==> config.mk <==
export PLATFORM = sky130hd
export DESIGN_NAME = icache_responder
export DESIGN_NICKNAME = d
export VERILOG_FILES = /design/src/rtl/icache_responder.sv
export SDC_FILE = /design/constraint.sdc
export NUM_CORES = 2
export LEC_CHECK = 0
export BUFFER_PORTS_ARGS = -buffer_cell sky130_fd_sc_hd__buf_2
export CAP_MARGIN = 25
export CORE_UTILIZATION = 45
export CTS_BUF_LIST = sky130_fd_sc_hd__clkbuf_4 sky130_fd_sc_hd__clkbuf_8 sky130_fd_sc_hd__clkbuf_16
export CTS_CLUSTER_DIAMETER = 120
export DETAILED_ROUTE_END_ITERATION = 12
export HOLD_SLACK_MARGIN = 0.08
export PLACE_DENSITY = 0.62
export SLEW_MARGIN = 15
export SYNTH_ARGS = -nofsm -noshare
export SYNTH_HDL_FRONTEND = slang
export SYNTH_SLANG_ARGS = --single-unit
export TNS_END_PERCENT = 5
==> constraint.sdc <==
create_clock -name clk -period 8.5 [get_ports clk]
set_input_delay 2.55 -clock clk [delete_from_list [all_inputs] [get_ports clk]]
set_output_delay 2.55 -clock clk [all_outputs]
set_load 0.01 [all_outputs]
==> src/rtl/icache_responder.sv <==
// Direct-mapped, one-word-per-line instruction cache responder with an Avalon-style refill port.
// Optional hit/miss counters are compiled in with `define ICACHE_STATS_EN.
module icache_responder #(
   parameter int unsigned LINES = 64
) (
   input  logic        clk,
   input  logic        rst,
   input  logic        i_p_read,
   input  logic [31:0] i_p_addr,
   output logic [31:0] o_p_readdata,
   output logic        o_p_waitrequest,
   input  logic        i_flush,
   output logic        o_m_read,
   output logic [31:0] o_m_addr,
   input  logic [31:0] i_m_readdata,
   input  logic        i_m_waitrequest
`ifdef ICACHE_STATS_EN
   ,
   output logic [31:0] o_hit_cnt,
   output logic [31:0] o_miss_cnt
`endif
);

   localparam int unsigned IDX   = $clog2(LINES);
   localparam int unsigned TAG_W = 30 - IDX;

   typedef enum logic [1:0] {LOOKUP, MEM_RD, REFILL} state_t;

   state_t             state, state_nxt;
   logic [LINES-1:0]   valid;
   logic [TAG_W-1:0]   tag_mem  [LINES];
   logic [31:0]        data_mem [LINES];
   logic [29:0]        miss_word;

   logic [IDX-1:0]     req_idx, fill_idx;
   logic [TAG_W-1:0]   req_tag, fill_tag;
   logic               hit;
   logic               miss_ld;
   logic               fill;
   logic               addr_unused;

   assign req_idx     = i_p_addr[IDX+1:2];
   assign req_tag     = i_p_addr[31:IDX+2];
   assign fill_idx    = miss_word[IDX-1:0];
   assign fill_tag    = miss_word[29:IDX];
   assign hit         = valid[req_idx] && (tag_mem[req_idx] == req_tag);
   assign addr_unused = ^i_p_addr[1:0];

   always_ff @(posedge clk or negedge rst) begin
      if (!rst) begin
         state     <= LOOKUP;
         valid     <= '0;
         miss_word <= '0;
      end else begin
         state <= state_nxt;
         if (miss_ld)
            miss_word <= i_p_addr[31:2];
         // flush beats a fill landing on the same edge
         if (i_flush)
            valid <= '0;
         else if (fill)
            valid[fill_idx] <= 1'b1;
      end
   end

   always_ff @(posedge clk) begin
      if (fill) begin
         tag_mem[fill_idx]  <= fill_tag;
         data_mem[fill_idx] <= i_m_readdata;
      end
   end

   always_comb begin
      state_nxt       = state;
      o_p_waitrequest = 1'b1;
      o_p_readdata    = '0;
      o_m_read        = 1'b0;
      o_m_addr        = '0;
      miss_ld         = 1'b0;
      fill            = 1'b0;
      if (rst) begin
         unique case (state)
            LOOKUP: begin
               o_p_waitrequest = 1'b0;
               if (i_p_read) begin
                  if (hit) begin
                     o_p_readdata = data_mem[req_idx];
                  end else begin
                     o_p_waitrequest = 1'b1;
                     miss_ld         = 1'b1;
                     state_nxt       = MEM_RD;
                  end
               end
            end
            MEM_RD: begin
               o_m_read = 1'b1;
               o_m_addr = {miss_word, 2'b00};
               if (!i_m_waitrequest) begin
                  fill      = 1'b1;
                  state_nxt = REFILL;
               end
            end
            REFILL: state_nxt = LOOKUP;
            default: state_nxt = LOOKUP;
         endcase
      end
   end

`ifdef ICACHE_STATS_EN
   logic hit_evt;
   assign hit_evt = (state == LOOKUP) && i_p_read && hit;

   always_ff @(posedge clk or negedge rst) begin
      if (!rst) begin
         o_hit_cnt  <= '0;
         o_miss_cnt <= '0;
      end else begin
         if (hit_evt)
            o_hit_cnt <= o_hit_cnt + 32'd1;
         if (miss_ld)
            o_miss_cnt <= o_miss_cnt + 32'd1;
      end
   end
`endif

endmodule

# [After elaboration in Yosys (flattened, before gate mapping)]
# Memories as Yosys holds them, arrays and structs flattened.
# Index checks and enable logic that the tools add are counted.
[word_totals] ff_bits=96 ram_bits=3584 out_inout_bits=66 wordCells=48 n_memories=2
[classes] magnitude_cmp=3 n_eq_ne=5 n_mux=29 bitwise_logic=1 n_reduce_logical=5
[memory_table] name="data_mem" words=64 word_bits=32 rd=1 rd_ports_with_merged_regs=0 write_ports=1 line="32" rtl="logic [31:0] data_mem [LINES];"
[memory_table] name="tag_mem" words=64 word_bits=24 rd=1 rd_ports_with_merged_regs=0 write_ports=1 line="31" rtl="logic [TAG_W-1:0] tag_mem [LINES];"
[op_table] op="$mux W32" n=6
[op_table] op="$mux W64" n=2
[op_table] op="$or A64 B64 Y64" n=1
[op_table] op="$eq A24 B24 Y1" n=1
[op_table] op="$mux W1" n=15
[op_table] op="$lt A6 B7 Y1 const B" n=2
[op_table] op="$bmux W1 S6" n=1
[op_table] op="$demux W1 S6" n=1
[op_table] op="$ge A6 B1 Y1 const B" n=1
[op_table] op="$mux W2" n=3
[op_table] op="$ne A2 B2 Y1 const B" n=3
[op_table] op="$pmux W2 S2" n=1
[op_table] op="$reduce_and A4 Y1" n=1
[op_table] op="$eq A2 B1 Y1 const B" n=1
[op_table] op="$logic_and A1 B1 Y1" n=2
[op_table] op="$logic_not A2 Y1" n=1
[op_table] op="$reduce_bool A2 Y1" n=1

# [Logic depth before layout (Yosys ltp)]
[logic_depth] ltp_word=7 ltp_mapped=17 mapped_depth_nobuf=9

# [Worst setup path before layout]
# OpenSTA, ideal clock, no wires.
[synth_timing] path_kind="input to output" startpoint="input i_p_addr[2]" endpoint="output o_p_readdata[0]" arrival_ns=5.976 slack_ns=-0.026 stages=13 path_cell_list="buf_6 > buf_12 > buf_8 > buf_4 > buf_4 > buf_4 > buf_2 > buf_2 > buf_2 > mux4_2 > mux4_2 > mux4_2 > nor3b_2"
[synth_via] elab_chain_cells=7 elab_cells_between_ends=10
[synth_rtl] item="start: declaration" line="9" rtl="input logic [31:0] i_p_addr,"
[synth_rtl] item="$mem_v2 Z64 W24 / $bmux W1 S6 (equally long branches)"
[synth_rtl] item="$eq A24 B24 Y1 / $mux W1 (equally long branches)" line="46" rtl="assign hit = valid[req_idx] && (tag_mem[req_idx] == req_tag);"
[synth_rtl] item="$logic_and A1 B1 Y1" line="46"
[synth_rtl] item="$mux W32 *" line="86" rtl="if (hit) begin"
[synth_rtl] item="$mux W32 *" line="85" rtl="if (i_p_read) begin"
[synth_rtl] item="$mux W32 *" line="82" rtl="unique case (state)"
[synth_rtl] item="$mux W32 *" line="81" rtl="if (rst) begin"
[synth_rtl] item="end: declaration" line="10" rtl="output logic [31:0] o_p_readdata,"
# Every way passes the cells marked *; elsewhere a longest branch is shown, timed or not. The select of a mux whose other input is x is not followed.

# [Worst setup path in the final report]
[layout_timing] startpoint="input i_p_addr[2]" endpoint="output o_p_readdata[31]"
# Same word-level chain as after synthesis.

==> metrics.log <==
INFO  metric finalWorstSetupSlack = -730 ps
INFO  metric latest_clock_arrival_within_the_worst_skew_pair = around 900 ps
INFO  metric core-area = approximately 320,000 um^2
INFO  metric detailed_place.area = between 150,000 and 200,000 um^2
INFO  metric portBuffers = 130
INFO  metric crit_path_max_fanout = 14
INFO  metric power.density_cell_area = ~250 nW/um^2
INFO  metric finalCoreUtilization = between 50 and 60%
INFO  metric clock_path_buffers = 4
INFO  metric antenna_left = 0
INFO  metric cts.root.buffer_cell = sky130_fd_sc_hd__clkbuf_16
INFO  metric grtUsageMet3 = under 10%
INFO  metric most-common-layout-cells = sky130_fd_sc_hd__edfxtp_1, sky130_fd_sc_hd__mux4_2, sky130_fd_sc_hd__buf_4
INFO  metric syn-cell-area = between 100,000 and 150,000 um^2
INFO  metric worst_setup_end_kind = output port
INFO  metric worst_hold_path_type = reg2reg
INFO  metric critPathLaunch = i_p_addr[2]
INFO  metric numCtsBuffers = between 300 and 400
INFO  metric die_height = about 570 um
INFO  metric critical_path.startpoint_type = primary input
INFO  metric timing_max_transition_violations_final = 0
INFO  metric sequential_cell_area_fraction_in_the_yosys_report = between 70% and 80%
INFO  metric numPlacedInstances = around 11k
INFO  metric viasPerCell = approximately 6.5
INFO  metric drc = 0
INFO  metric grt_setup_unrepaired = true
INFO  metric slew-limit-headroom = between 20% and 30%
INFO  metric row_count = 206
INFO  metric setup_viol = 33
INFO  metric cts_tree = built
INFO  metric boundaryPins = 135
INFO  metric worstPathBufferInverterCount = 6
INFO  metric synth_area_per_cell = around 22 um^2
INFO  metric dp_hpwl = between 200,000 and 250,000 um
INFO  metric cp.arrival = 6680 ps
INFO  metric postSynthCellCount = 6,366
INFO  metric critical-path-slowest-cell = sky130_fd_sc_hd__or4_4
INFO  metric floorplan.die.width = about 570 um
INFO  metric clock-sinks = 3,680
INFO  metric yosys_warnings = 0
INFO  metric worst_path_dominant_cell_family = buffers and inverters
INFO  metric fmaxAchievable = between 100 and 150 MHz
INFO  metric layout-drive-gt1-share = about 34%
INFO  metric layout_worst_path_cycle_share = 109%
INFO  metric ff_latch_count_synth = roughly 3.7k
INFO  metric skew = roughly 35 ps
INFO  metric p_leak = roughly 54 nW
INFO  metric final_common_cell = sky130_fd_sc_hd__edfxtp_1
INFO  metric worst_ir_drop_vdd = between 0.2 and 0.3 mV
INFO  metric grt_overflow_total = 0
INFO  metric grt_use_met2 = 41.2%
INFO  metric cts-hold-fix-buffers = 0
INFO  metric clk_transition_reported_paths = 60 ps
INFO  metric setup.reg_to_reg.worst_slack = 4570 ps
INFO  metric grt_util_all_layers = 26.4%
INFO  metric run_status = finished, violations left
INFO  metric antenna_found_initial = 29
INFO  metric drt-wirelength-per-cell = approximately 37 um
INFO  metric min_period = between 9000 and 10,000 ps
INFO  metric yosys_most_used_dff = sky130_fd_sc_hd__edfxtp_1
INFO  metric worstReg2RegStart = state[1]$_DFFE_PN0P_
INFO  metric fraction_of_synthesis_flops_using_an_asynchronous_set_or_reset_pin = roughly 2.6%
INFO  metric timing_worst_slew_pin_value = roughly 1100 ps
INFO  metric routed-via-count = roughly 75k
INFO  metric rr_worst_depth = 6
INFO  metric floorplan_die_area = about 320,000 um^2
INFO  metric yosys_cell_types = 87
INFO  metric groute.layer.met1.usage = between 30% and 40%
INFO  metric start_util = roughly 45%
INFO  metric final_design_area_no_fill = around 170,000 um^2
INFO  metric largest_net_degree_at_the_start_of_global_routing = approximately 120
INFO  metric grt_pass1_wl = just under 600,000 um
INFO  metric top_usage_layer = met2
INFO  metric grt_pass1_vias = 73.1k
INFO  metric path_cells = buf_16 > buf_12 > buf_4 > mux4_2 > mux2i_1 > mux2i_1 > xor2_1 > a22o_1 > a2111oi_0 > nand4bb_1 > or4_4 > buf_12 > clkbuf_16 > nor3b_4 > buf_2
INFO  metric routed_wl = 430,000 um
INFO  metric htreeDepth = 5
INFO  metric crit_end = o_p_readdata[31]
INFO  metric globalplace.congestion = around 0.87
INFO  metric critical_path.max_stage_delay = 670 ps
INFO  metric syn2layout_area_growth = 16.6%
INFO  metric total_number_of_cells_along_the_worst_setup_path = 15
INFO  metric detailedRoute.firstIterationViolations = approximately 11k
INFO  metric detailedRoute.firstPassIterationCount = 6
INFO  metric violations = setup timing
INFO  metric cp.required = about 6000 ps
INFO  metric whs = just under 500 ps
INFO  metric number_of_enable_type_register_cells_in_the_synthesized_netlist = roughly 3.6k
INFO  metric r2r_end = data_mem[9][17]$_DFFE_PP_
INFO  metric max_cap_viols = 0
INFO  metric finish.net_count = 7,209
INFO  metric post_layout_nonfiller_instances = between 10k and 15k
INFO  metric timing_worst_setup_path_type = in2out
INFO  metric hold_viol = 0
flip-flops by register name, indices dropped and copies added, names as in the netlist:
register and flops:
valid 64, miss_word 30, state 2, data_mem 2048
tag_mem 1536
Yosys cell counts, types with 15 or more instances:
| library cell | number | share of area [%] |
|---|---|---|
| sky130_fd_sc_hd__nand4_1 | 47 | 0.21 |
| sky130_fd_sc_hd__mux2_2 | 25 | 0.20 |
| sky130_fd_sc_hd__o31ai_1 | 33 | 0.17 |
| sky130_fd_sc_hd__buf_1 | 22 | 0.058 |
| sky130_fd_sc_hd__buf_2 | 104 | 0.36 |
| sky130_fd_sc_hd__nand3_1 | 73 | 0.26 |
| sky130_fd_sc_hd__nand2_1 | 103 | 0.27 |
| sky130_fd_sc_hd__and3_1 | 44 | 0.19 |
| sky130_fd_sc_hd__dfrtp_1 | 96 | 1.7 |
| sky130_fd_sc_hd__nor2b_1 | 31 | 0.14 |
| sky130_fd_sc_hd__nor3_1 | 18 | 0.063 |
| sky130_fd_sc_hd__a21oi_1 | 20 | 0.070 |
| sky130_fd_sc_hd__buf_4 | 33 | 0.17 |
| sky130_fd_sc_hd__nor3b_2 | 26 | 0.23 |
| sky130_fd_sc_hd__mux2i_1 | 187 | 1.3 |
| sky130_fd_sc_hd__buf_6 | 20 | 0.16 |
| sky130_fd_sc_hd__edfxtp_1 | 3584 | 75 |
| sky130_fd_sc_hd__o22ai_1 | 19 | 0.083 |
| sky130_fd_sc_hd__clkbuf_1 | 186 | 0.49 |
| sky130_fd_sc_hd__nand2b_1 | 16 | 0.070 |
| sky130_fd_sc_hd__a2111oi_0 | 36 | 0.22 |
| sky130_fd_sc_hd__a22oi_1 | 99 | 0.52 |
| sky130_fd_sc_hd__nor2_1 | 239 | 0.63 |
| sky130_fd_sc_hd__o21ai_0 | 22 | 0.077 |
| sky130_fd_sc_hd__mux4_2 | 989 | 16 |
| sky130_fd_sc_hd__inv_1 | 40 | 0.10 |
| sky130_fd_sc_hd__a31oi_1 | 15 | 0.066 |
repair_timing:
action,in CTS,in global routing
resized for setup,30,32
gates cloned,3,4
setup buffers,3,13
pin swaps,2,8
endpoints found under the setup margin,33,33
cell families after synthesis:
| logic type | after synthesis | synth area share [%] |
|---|---|---|
| AOI/OAI and AO/OA | 393 | 2.19 |
| xor gates and xnor gates | 12 | 0.0734 |
| buffers and inverters | 412 | 1.42 |
| DFF | 3680 | 76.8 |
| muxes | 1202 | 17.1 |
| other | 1 | 0.00262 |
| and+or+nand+nor | 666 | 2.42 |
final cells by class:
class | count | area (um^2)
well taps | 4160 | 5200
repair buffers | 775 | 7500
clock inverters | 207 | 2090
flip-flops and latches | 3680 | 110000
diodes | 8 | 20.0
clock buffers | 458 | 10000
multi-input cells | 2275 | 31900
inverters | 41 | 168
fillers | 23900 | 149000
power breakdown:
part / total (W) / internal (W) / switching (W)
sequential: 0.0215 / 0.0211 / 0.000366
clock: 0.0164 / 0.00957 / 0.00685
combinational: 0.00332 / 0.00110 / 0.00223
total: 0.0412 / 0.0318 / 0.00944
how the worst min path moves through the flow:
| stage | startpoint | endpoint | depth (start not counted) |
|---|---|---|---|
| detailed placement | valid[9]$_DFFE_PN0P_ | valid[9]$_DFFE_PN0P_ | 2 |
| floorplan | valid[13]$_DFFE_PN0P_ | valid[13]$_DFFE_PN0P_ | 2 |
| global placement | valid[42]$_DFFE_PN0P_ | valid[42]$_DFFE_PN0P_ | 2 |
| finish | valid[35]$_DFFE_PN0P_ | valid[35]$_DFFE_PN0P_ | 2 |
| global route | valid[9]$_DFFE_PN0P_ | valid[9]$_DFFE_PN0P_ | 2 |
| CTS | valid[35]$_DFFE_PN0P_ | valid[35]$_DFFE_PN0P_ | 2 |
metrics by stage:
| step | setup WS [ps] | setup TNS, ps | power [W] |
|---|---|---|---|
| finish | -730 | -20190 | 0.0412 |
| global route | -964 | -28430 | 0.0422 |
| CTS | -517 | -14760 | 0.0412 |
| detailed placement | -953 | -27530 | 0.0250 |
| global placement | -947 | -27130 | 0.0248 |
| floorplan | -7.76 | -179 | 0.0233 |
layer usage:
metal  vias to the layer above  wire length, um
li1                      28700                -
met3                       858            45900
met5                         -               85
met1                     40700           166000
met4                        14            17100
met2                      4650           202000
worst min-delay path: cells and delay by family (launching register included):
kind             cells  cell delay [ps]
flip-flops           1              340
AND/OR/NAND/NOR      2              120
No activity file was read; power rests on OpenSTA's default activity.
